==> config.mk <==
export PLATFORM = sky130hd
export DESIGN_NAME = traffic_actuated_ctrl
export DESIGN_NICKNAME = d
export VERILOG_FILES = /design/src/rtl/traffic_actuated_ctrl.sv
export SDC_FILE = /design/constraint.sdc
export NUM_CORES = 1
export LEC_CHECK = 0
export BUFFER_PORTS_ARGS = -buffer_cell sky130_fd_sc_hd__buf_2
export CAP_MARGIN = 20
export CORE_MARGIN = 2
export CORE_UTILIZATION = 41
export DETAILED_ROUTE_END_ITERATION = 8
export PLACE_DENSITY = 0.59
export SYNTH_ARGS = -nofsm -noshare
export SYNTH_HDL_FRONTEND = slang
export SYNTH_SLANG_ARGS = --single-unit
==> constraint.sdc <==
create_clock -name clk -period 5.5 [get_ports clk]
set_clock_uncertainty 0.15 [all_clocks]
set_input_delay 0 -clock clk [delete_from_list [all_inputs] [get_ports clk]]
set_output_delay 0 -clock clk [all_outputs]
set_load 0.005 [all_outputs]
==> src/rtl/traffic_actuated_ctrl.sv <==
// Sensor-actuated two-road (NS/EW) intersection controller.
// Phase lengths are counted in prescaled ticks. Cross-road requests are
// latched, so green stays on a road until the other road has demand.
// Also provides an emergency preempt that forces NS green, and a night
// flash mode that is entered only at the end of an all-red.
//
// state | code | meaning
// ------+------+-----------------------------------------------
// NS_G  |  0   | NS green, EW red (rest state, reset state)
// NS_Y  |  1   | NS yellow, EW red
// AR_A  |  2   | all red after NS, then EW green (or NS / flash)
// EW_G  |  3   | EW green, NS red
// EW_Y  |  4   | EW yellow, NS red
// AR_B  |  5   | all red after EW, then NS green (or flash)
// FLASH |  6   | night flash, lamps blink once per tick
// (7)   |  -   | illegal, recovers to AR_B on the next clk
module traffic_actuated_ctrl #(
  parameter int TICK_DIV  = 50_000_000,
  parameter int CNT_W     = 6,
  parameter int GREEN_MIN = 5,
  parameter int GREEN_MAX = 15,
  parameter int YELLOW_T  = 3,
  parameter int ALLRED_T  = 1
) (
  input  logic       clk,
  input  logic       clr,
  input  logic       nscar,
  input  logic       ewcar,
  input  logic       preempt,
  input  logic       flash_en,
  output logic [5:0] lights,
  output logic [2:0] phase,
  output logic       ns_pend,
  output logic       ew_pend
);

  localparam logic [2:0] S_NS_G  = 3'd0;
  localparam logic [2:0] S_NS_Y  = 3'd1;
  localparam logic [2:0] S_AR_A  = 3'd2;
  localparam logic [2:0] S_EW_G  = 3'd3;
  localparam logic [2:0] S_EW_Y  = 3'd4;
  localparam logic [2:0] S_AR_B  = 3'd5;
  localparam logic [2:0] S_FLASH = 3'd6;

  // lamp order {ns_r, ns_y, ns_g, ew_r, ew_y, ew_g}
  localparam logic [5:0] L_NS_G   = 6'b001100;
  localparam logic [5:0] L_NS_Y   = 6'b010100;
  localparam logic [5:0] L_EW_G   = 6'b100001;
  localparam logic [5:0] L_EW_Y   = 6'b100010;
  localparam logic [5:0] L_ALLRED = 6'b100100;
  localparam logic [5:0] L_FL_ON  = 6'b010100;
  localparam logic [5:0] L_DARK   = 6'b000000;

  // prescaler must hold TICK_DIV-1; a 1-bit counter is kept even for TICK_DIV=1
  localparam int PS_W = (TICK_DIV > 1) ? $clog2(TICK_DIV) : 1;
  localparam logic [PS_W-1:0] PS_LAST = PS_W'(TICK_DIV - 1);
  localparam logic [PS_W-1:0] PS_ONE  = PS_W'(1);

  // e = elapsed+1 is evaluated one bit wider so a saturated counter cannot wrap
  localparam int EW = CNT_W + 1;
  localparam logic [CNT_W-1:0] EL_MAX = {CNT_W{1'b1}};
  localparam logic [CNT_W-1:0] EL_ONE = CNT_W'(1);
  localparam logic [EW-1:0]    E_ONE  = EW'(1);
  localparam logic [EW-1:0]    G_MIN  = EW'(GREEN_MIN);
  localparam logic [EW-1:0]    G_MAX  = EW'(GREEN_MAX);
  localparam logic [EW-1:0]    Y_T    = EW'(YELLOW_T);
  localparam logic [EW-1:0]    AR_T   = EW'(ALLRED_T);

  logic [2:0]       state;
  logic [2:0]       state_nxt;
  logic             state_chg;
  logic [PS_W-1:0]  prescaler;
  logic [CNT_W-1:0] elapsed;
  logic [EW-1:0]    e;
  logic             tick;
  logic             blink;
  logic             ns_green_done;
  logic             ew_green_done;

  assign tick = (prescaler == PS_LAST);
  assign e    = {1'b0, elapsed} + E_ONE;

  // actuated gap-out (own road empty after minimum) or max-out, both need cross demand
  assign ns_green_done = ew_pend && (((e >= G_MIN) && !nscar) || (e >= G_MAX));
  assign ew_green_done = ns_pend && (((e >= G_MIN) && !ewcar) || (e >= G_MAX));

  // next-state decision; every timed exit is taken only on a tick
  always_comb begin
    state_nxt = state;
    case (state)
      S_NS_G: begin
        if (tick && !preempt && ns_green_done) state_nxt = S_NS_Y;
      end
      S_NS_Y: begin
        if (tick && (e == Y_T)) state_nxt = S_AR_A;
      end
      S_AR_A: begin
        if (tick && (e == AR_T)) begin
          if (flash_en)     state_nxt = S_FLASH;
          else if (preempt) state_nxt = S_NS_G;
          else              state_nxt = S_EW_G;
        end
      end
      S_EW_G: begin
        // preempt cuts EW green short regardless of the minimum
        if (tick && (preempt || ew_green_done)) state_nxt = S_EW_Y;
      end
      S_EW_Y: begin
        if (tick && (e == Y_T)) state_nxt = S_AR_B;
      end
      S_AR_B: begin
        if (tick && (e == AR_T)) begin
          if (flash_en) state_nxt = S_FLASH;
          else          state_nxt = S_NS_G;
        end
      end
      S_FLASH: begin
        if (tick && !flash_en) state_nxt = S_AR_B;
      end
      default: state_nxt = S_AR_B;
    endcase
  end

  assign state_chg = (state_nxt != state);

  // state register
  always_ff @(posedge clk or negedge clr) begin
    if (!clr) state <= S_NS_G;
    else      state <= state_nxt;
  end

  // prescaler and elapsed-tick counter, both restart on every state change
  always_ff @(posedge clk or negedge clr) begin
    if (!clr) begin
      prescaler <= '0;
      elapsed   <= '0;
    end else if (state_chg) begin
      prescaler <= '0;
      elapsed   <= '0;
    end else if (tick) begin
      prescaler <= '0;
      if (elapsed != EL_MAX) elapsed <= elapsed + EL_ONE;
    end else begin
      prescaler <= prescaler + PS_ONE;
    end
  end

  // flash blink phase: starts lit on entry, toggles each tick while flashing
  always_ff @(posedge clk or negedge clr) begin
    if (!clr) begin
      blink <= 1'b1;
    end else if ((state_nxt == S_FLASH) && (state != S_FLASH)) begin
      blink <= 1'b1;
    end else if ((state == S_FLASH) && tick) begin
      blink <= ~blink;
    end
  end

  // request latches; clearing on entry to the road's own green wins over a set
  always_ff @(posedge clk or negedge clr) begin
    if (!clr) begin
      ns_pend <= 1'b0;
      ew_pend <= 1'b0;
    end else begin
      if ((state_nxt == S_NS_G) && (state != S_NS_G)) ns_pend <= 1'b0;
      else if (nscar && (state != S_NS_G))           ns_pend <= 1'b1;

      if ((state_nxt == S_EW_G) && (state != S_EW_G)) ew_pend <= 1'b0;
      else if (ewcar && (state != S_EW_G))           ew_pend <= 1'b1;
    end
  end

  // lamp decode; any unlisted code shows all red until recovery
  always_comb begin
    lights = L_ALLRED;
    case (state)
      S_NS_G:  lights = L_NS_G;
      S_NS_Y:  lights = L_NS_Y;
      S_AR_A:  lights = L_ALLRED;
      S_EW_G:  lights = L_EW_G;
      S_EW_Y:  lights = L_EW_Y;
      S_AR_B:  lights = L_ALLRED;
      S_FLASH: lights = blink ? L_FL_ON : L_DARK;
      default: lights = L_ALLRED;
    endcase
  end

  assign phase = state;

endmodule

After elaboration in Yosys (flattened, before gate mapping)
Index checks and enable logic that the tools add are counted.

Bits of input ports: 6. Output and inout port bits: 11. Word-level logic and storage cells: 83. Flip-flop bits (word level): 38.

Equal/unequal tests: 15. Reductions and logical operators: 32. Add/subtract/negate cells: 3. Bitwise logic cells: 1. Mux-type cells: 24. Order comparisons: 2.

Operator list (number): $mux W26 (2); $pmux W6 S5 (1); $mux W3 (9); $add A26 B1 Y26 const B (1); $eq A26 B26 Y1 const B (1); $pmux W3 S7 (1); $mux W6 (3); $logic_and A1 B1 Y1 (16); $eq A3 B3 Y1 const B (4); $reduce_bool A2 Y1 (5); $eq A3 B2 Y1 const B (3); $add A6 B1 Y7 const B (1); $eq A7 B1 Y1 const B (1); $eq A7 B2 Y1 const B (1); $ge A7 B3 Y1 const B (1); $ge A7 B4 Y1 const B (1); $add A6 B1 Y6 const B (1); $logic_not A3 Y1 (2); $mux W1 (6); $ne A6 B6 Y1 const B (1); $mux W5 (1); $logic_not A1 Y1 (4); $eq A3 B1 Y1 const B (1); $logic_or A1 B1 Y1 (3); 7 further kinds (7).

Depth between registers and ports, before layout
Depth after elaboration: 12. Depth in mapped cells: 10. Depth with buffers taken out: 10.

Least setup slack after synthesis
No wires, ideal clock.

Path type: register -> register. Start point: register elapsed[0]. End point: register elapsed[0]. Stages on the path, launching flop included: 11. Library setup time: 127 ps. Setup slack: 2751 ps. Data required time: 5223 ps. Buffers on the path: 0. Clock period less this slack: 2749 ps. Data arrival time: 2472 ps. Cell sequence: dfrtp_1 > inv_1 > ha_1 > nor2b_1 > o2111ai_1 > nand4_1 > or2_1 > a221o_1 > o31a_1 > o211ai_4 > nor2_1.

Longest elaborated chain between the ends: 12. Elaborated cells between the ends (all ways): 32. Classes of those cells: add/sub (2); order compare (2); eq/ne (4); mux (10); reduce/logical (14).

RTL lines: start, declared (line 73) `logic [CNT_W-1:0] elapsed;`; start signal, assigned (line 142) `if (elapsed != EL_MAX) elapsed <= elapsed + EL_ONE;`; $add A6 B1 Y7 (line 81) `assign e = {1'b0, elapsed} + E_ONE;`; $ge A7 B3 Y1 (line 84, 85); $logic_and A1 B1 Y1 (line 85) `assign ew_green_done = ns_pend && (((e >= G_MIN) && !ewcar) || (e >= G_MAX));`; $logic_or A1 B1 Y1 (line 85); $logic_and A1 B1 Y1 (line 85); $logic_or A1 B1 Y1 (line 106) `if (tick && (preempt || ew_green_done)) state_nxt = S_EW_Y;`; $logic_and A1 B1 Y1 (line 106); $mux W3 (line 106); $pmux W3 S7 (line 90) `case (state)`; $ne A3 B3 Y1 (line 124) `assign state_chg = (state_nxt != state);`; $reduce_bool A2 Y1 (no source line); $reduce_and A2 Y1 (no source line).

Several ways; a longest one is shown, not always the timed one. The select of a mux whose other input is x is not followed. A chain may end at the register's enable or synchronous reset.

Worst setup path in the final report
Start point: register prescaler[0]. End point: register elapsed[3].

Longest elaborated chain between the ends: 8. Elaborated cells between the ends (all ways): 20. Classes of those cells: eq/ne (2); mux (9); reduce/logical (9).

RTL lines: start, declared (line 72) `logic [PS_W-1:0] prescaler;`; start signal, assigned (line 144) `prescaler <= prescaler + PS_ONE;`; $eq A26 B26 Y1 * (line 80) `assign tick = (prescaler == PS_LAST);`; $logic_and A1 B1 Y1 (2 in a row) (line 92) `if (tick && !preempt && ns_green_done) state_nxt = S_NS_Y;`; $mux W3 (line 92); $pmux W3 S7 (line 90); $ne A3 B3 Y1 (line 124); $reduce_bool A2 Y1 (no source line); $reduce_and A2 Y1 (no source line).

Mark *: on every way between the ends. The rest lies on a longest branch, timed or not.

==> impl_metrics.csv <==
group,metric,value,unit
outcome,status,"finished clean",
worst_setup_path,r2r_slack,2.35,ns
detailed_routing,drc,0,
yosys,yosys.cell_types.count,58,
job,drv_cap,0,
floorplanning,io_pins,17,
yosys,synthArstFlopShare,100,%
timing,fmax,318,MHz
detailed_routing,routedWlPerCell,14.2,um
final_layout,multi_input_area,1440,um^2
clock_tree,clk_path_buf_depth,2,
power,p_clk_share,28.9,%
clock_tree,cts_num_sinks,38,
global_routing,grt_overflow,0,
final_layout,seq_area,952,um^2
floorplanning,dieWidth,81.8,um
clock_tree,cts.clk_slew.worst_paths,0.08,ns
timing,tightest_slew,0.842,ns
timing,min_period,3.15,ns
yosys,syn_area,2480,um^2
placement,dp_hpwl,3700,um
global_routing,grt_max_degree,39,
yosys,synth_top_area_cell,"dfrtp_1",
yosys,synthTopCellsByArea,"dfrtp_1, xor2_1, nor3_1",
yosys,synthCells,274,
final_layout,fin_nets,302,
timing,hold_viol_final,0,
worst_setup_path,arrival,3.17,ns
worst_setup_path,crit_type,"flop to flop",
final_layout,syn_to_final_growth,10.4,%
timing,setup_viol,0,
power,power_frac_seq,49.4,%
timing,drv_slew,0,
timing,period_share,57.3,%
timing,fin_setup_tns,0,ns
placement,io_buffers,16,
worst_setup_path,critPathLaunchType,"flop",
power,p_switching,0.228,mW
power,vdd.ir_drop.worst,0.128,mV
global_routing,grt_use_total,17.7,%
yosys,synth_fp_nets,284,
detailed_routing,drt_iter0_markers,66,
detailed_routing,final_antenna_net_count,0,
timing,relSlewSlack,43.9,%
yosys,seq_area_frac_synth,38.4,%
floorplanning,die_h,81.8,um
clock_tree,cts_inserted_buffers,5,
power,internal_power,0.479,mW
final_layout,nFillCells,586,
placement,place_area,2610,um^2
floorplanning,core-area,5890,um^2
detailed_routing,firstDrtPassIters,4,
detailed_routing,routed_wl,5230,um
final_layout,drive_above_1_share,15.7,%
yosys,ys.warnings.count,0,
worst_setup_path,required,5.52,ns
detailed_routing,via_per_inst,5.43,
clock_tree,cts-root-buf,"clkbuf_8",
floorplanning,dieArea,6690,um^2
global_routing,grt_pass1_wl,9300,um
floorplanning,start_util,42.2,%
power,powerDensity,258,nW/um^2
power,p_comb_share,21.8,%
yosys,synth_edf_count,0,
floorplanning,fp-row-count,28,
detailed_routing,via_count,1997,
worst_hold_path,min_path_type,"primary input to flop",
placement,gp_congestion,0.889,
final_layout,utilization,46.6,%
final_layout,stdcell_area,2740,um^2
yosys,ys_ff_latch,38,
power,netSwitchingFraction,32.2,%
yosys,synth_top_area_share,37.3,%
yosys,synth_area_per_cell,9.06,um^2
power,leakage,1.18,nW
timing,rsz0062_at_grt,"no",
global_routing,antenna_found_initial,0,
worst_setup_path,end_kind,"flop",
clock_tree,cts_tree,"built",
final_layout,antennaDiodeCount,0,
yosys,synth_ff_type,"dfrtp_1",
global_routing,grt_pass1_vias,1956,
worst_setup_path,path_max_fanout,18,
clock_tree,ctsHtreeMaxLevel,2,
clock_tree,clk-insertion-delay-late,0.29,ns
==> state kept, by name, indices dropped and copies added (netlist names) <==
name / count
ew_pend: 1
phase: 3
prescaler: 26
ns_pend: 1
blink: 1
elapsed: 6
==> cells in the mapped netlist (5+ instances only) <==
master     n
inv_1     12
xor2_1    19
nor2_1    29
clkbuf_1   5
nand4_1    7
nand2_1   24
nor3_1    24
a31oi_1    5
nand3_1   23
a21oi_1   10
xnor2_1   11
dfrtp_1   37
==> metal layers <==
layer | up-vias | part of all wire (%) | track usage, %
li1 | 1013 | - | -
met1 | 942 | 51 | 25.0
met2 | 35 | 44 | 27.6
met3 | 7 | 3.6 | 3.52
met4 | 0 | 1.4 | 5.00
met5 | - | 0 | 0
==> critical path: stages, from the launching register on <==
cell and delay [ns]:
dfrtp_1 0.38, ha_1 0.21, and4_1 0.26, nand3_1 0.18, nor3_4 0.67, a21oi_1 0.16, a211oi_2 0.49, a21oi_1 0.25
o211ai_4 0.18, nor2_1 0.09
==> worst paths after layout <==
path,start,endpoint,depth (start not counted)
setup / recovery,prescaler[0]$_DFF_PN0_,elapsed[3]$_DFFE_PN0P_,9
hold / removal,flash_en,phase[2]$_DFF_PN0_,3
setup reg to reg,prescaler[0]$_DFF_PN0_,elapsed[3]$_DFFE_PN0P_,9
hold reg to reg,prescaler[0]$_DFF_PN0_,prescaler[0]$_DFF_PN0_,1
max in group asynchronous,clr,elapsed[1]$_DFFE_PN0P_,2
min in group asynchronous,clr,ns_pend$_DFFE_PN0P_,2
==> kinds of logic after synthesis <==
group | count (synthesis) | synth area share, %
flops | 38 | 38.4
buf+inv | 21 | 3.83
fa+ha+maj | 4 | 2.02
simple gates | 144 | 32.5
compound gates | 35 | 11.9
mux | 2 | 0.806
xor+xnor | 30 | 10.6
==> timing repair <==
| action | CTS | global route |
|---|---|---|
| hold endpoints to repair | 39 | 0 |
| hold buffers | 4 | 0 |
| buffers inserted | 0 | 0 |
| gates resized for setup | 0 | 0 |
==> per-stage QoR <==
step | cells | total power [mW] | hold slack, ns | setup WS [ns]
2_1_floorplan | 274 | 0.460 | -0.446 | 2.75
3_3_place_gp | 356 | 0.506 | 0.0122 | 2.31
3_5_place_dp | 356 | 0.507 | 0.0208 | 2.30
4_1_cts | 368 | 0.717 | 0.0788 | 2.29
5_1_grt | 368 | 0.760 | 0.114 | 1.98
6_report | 368 | 0.707 | 0.0821 | 2.35
==> layout make-up <==
cell class                      count  share of cell area, %
Tap cell                           75                   3.42
Inverter                           12                   1.64
Clock inverter                      2                  0.456
Multi-Input combinational cell    215                   52.4
Timing Repair Buffer               20                   4.38
Sequential cell                    38                   34.7
Clock buffer                        6                   3.01
==> power groups by stage <==
| stage | Sequential [mW] | Combinational [mW] | Clock, mW |
|---|---|---|---|
| 2_1_floorplan | 0.338 | 0.121 | 0 |
| 3_3_place_gp | 0.353 | 0.153 | 0 |
| 3_5_place_dp | 0.353 | 0.154 | 0 |
| 4_1_cts | 0.349 | 0.157 | 0.211 |
| 5_1_grt | 0.358 | 0.178 | 0.224 |
| 6_report | 0.349 | 0.154 | 0.204 |
==> placed cells by master (no fill, tap or decap), types with 7 or more instances in the layout <==
cell type  instances
a21oi_1           10
buf_2             16
dfrtp_1           37
inv_1             12
nand2_1           24
nand3_1           23
nand4_1            7
nor2_1            29
nor3_1            24
xnor2_1           11
xor2_1            19
Note: power is estimated with default switching activity, not from simulation.
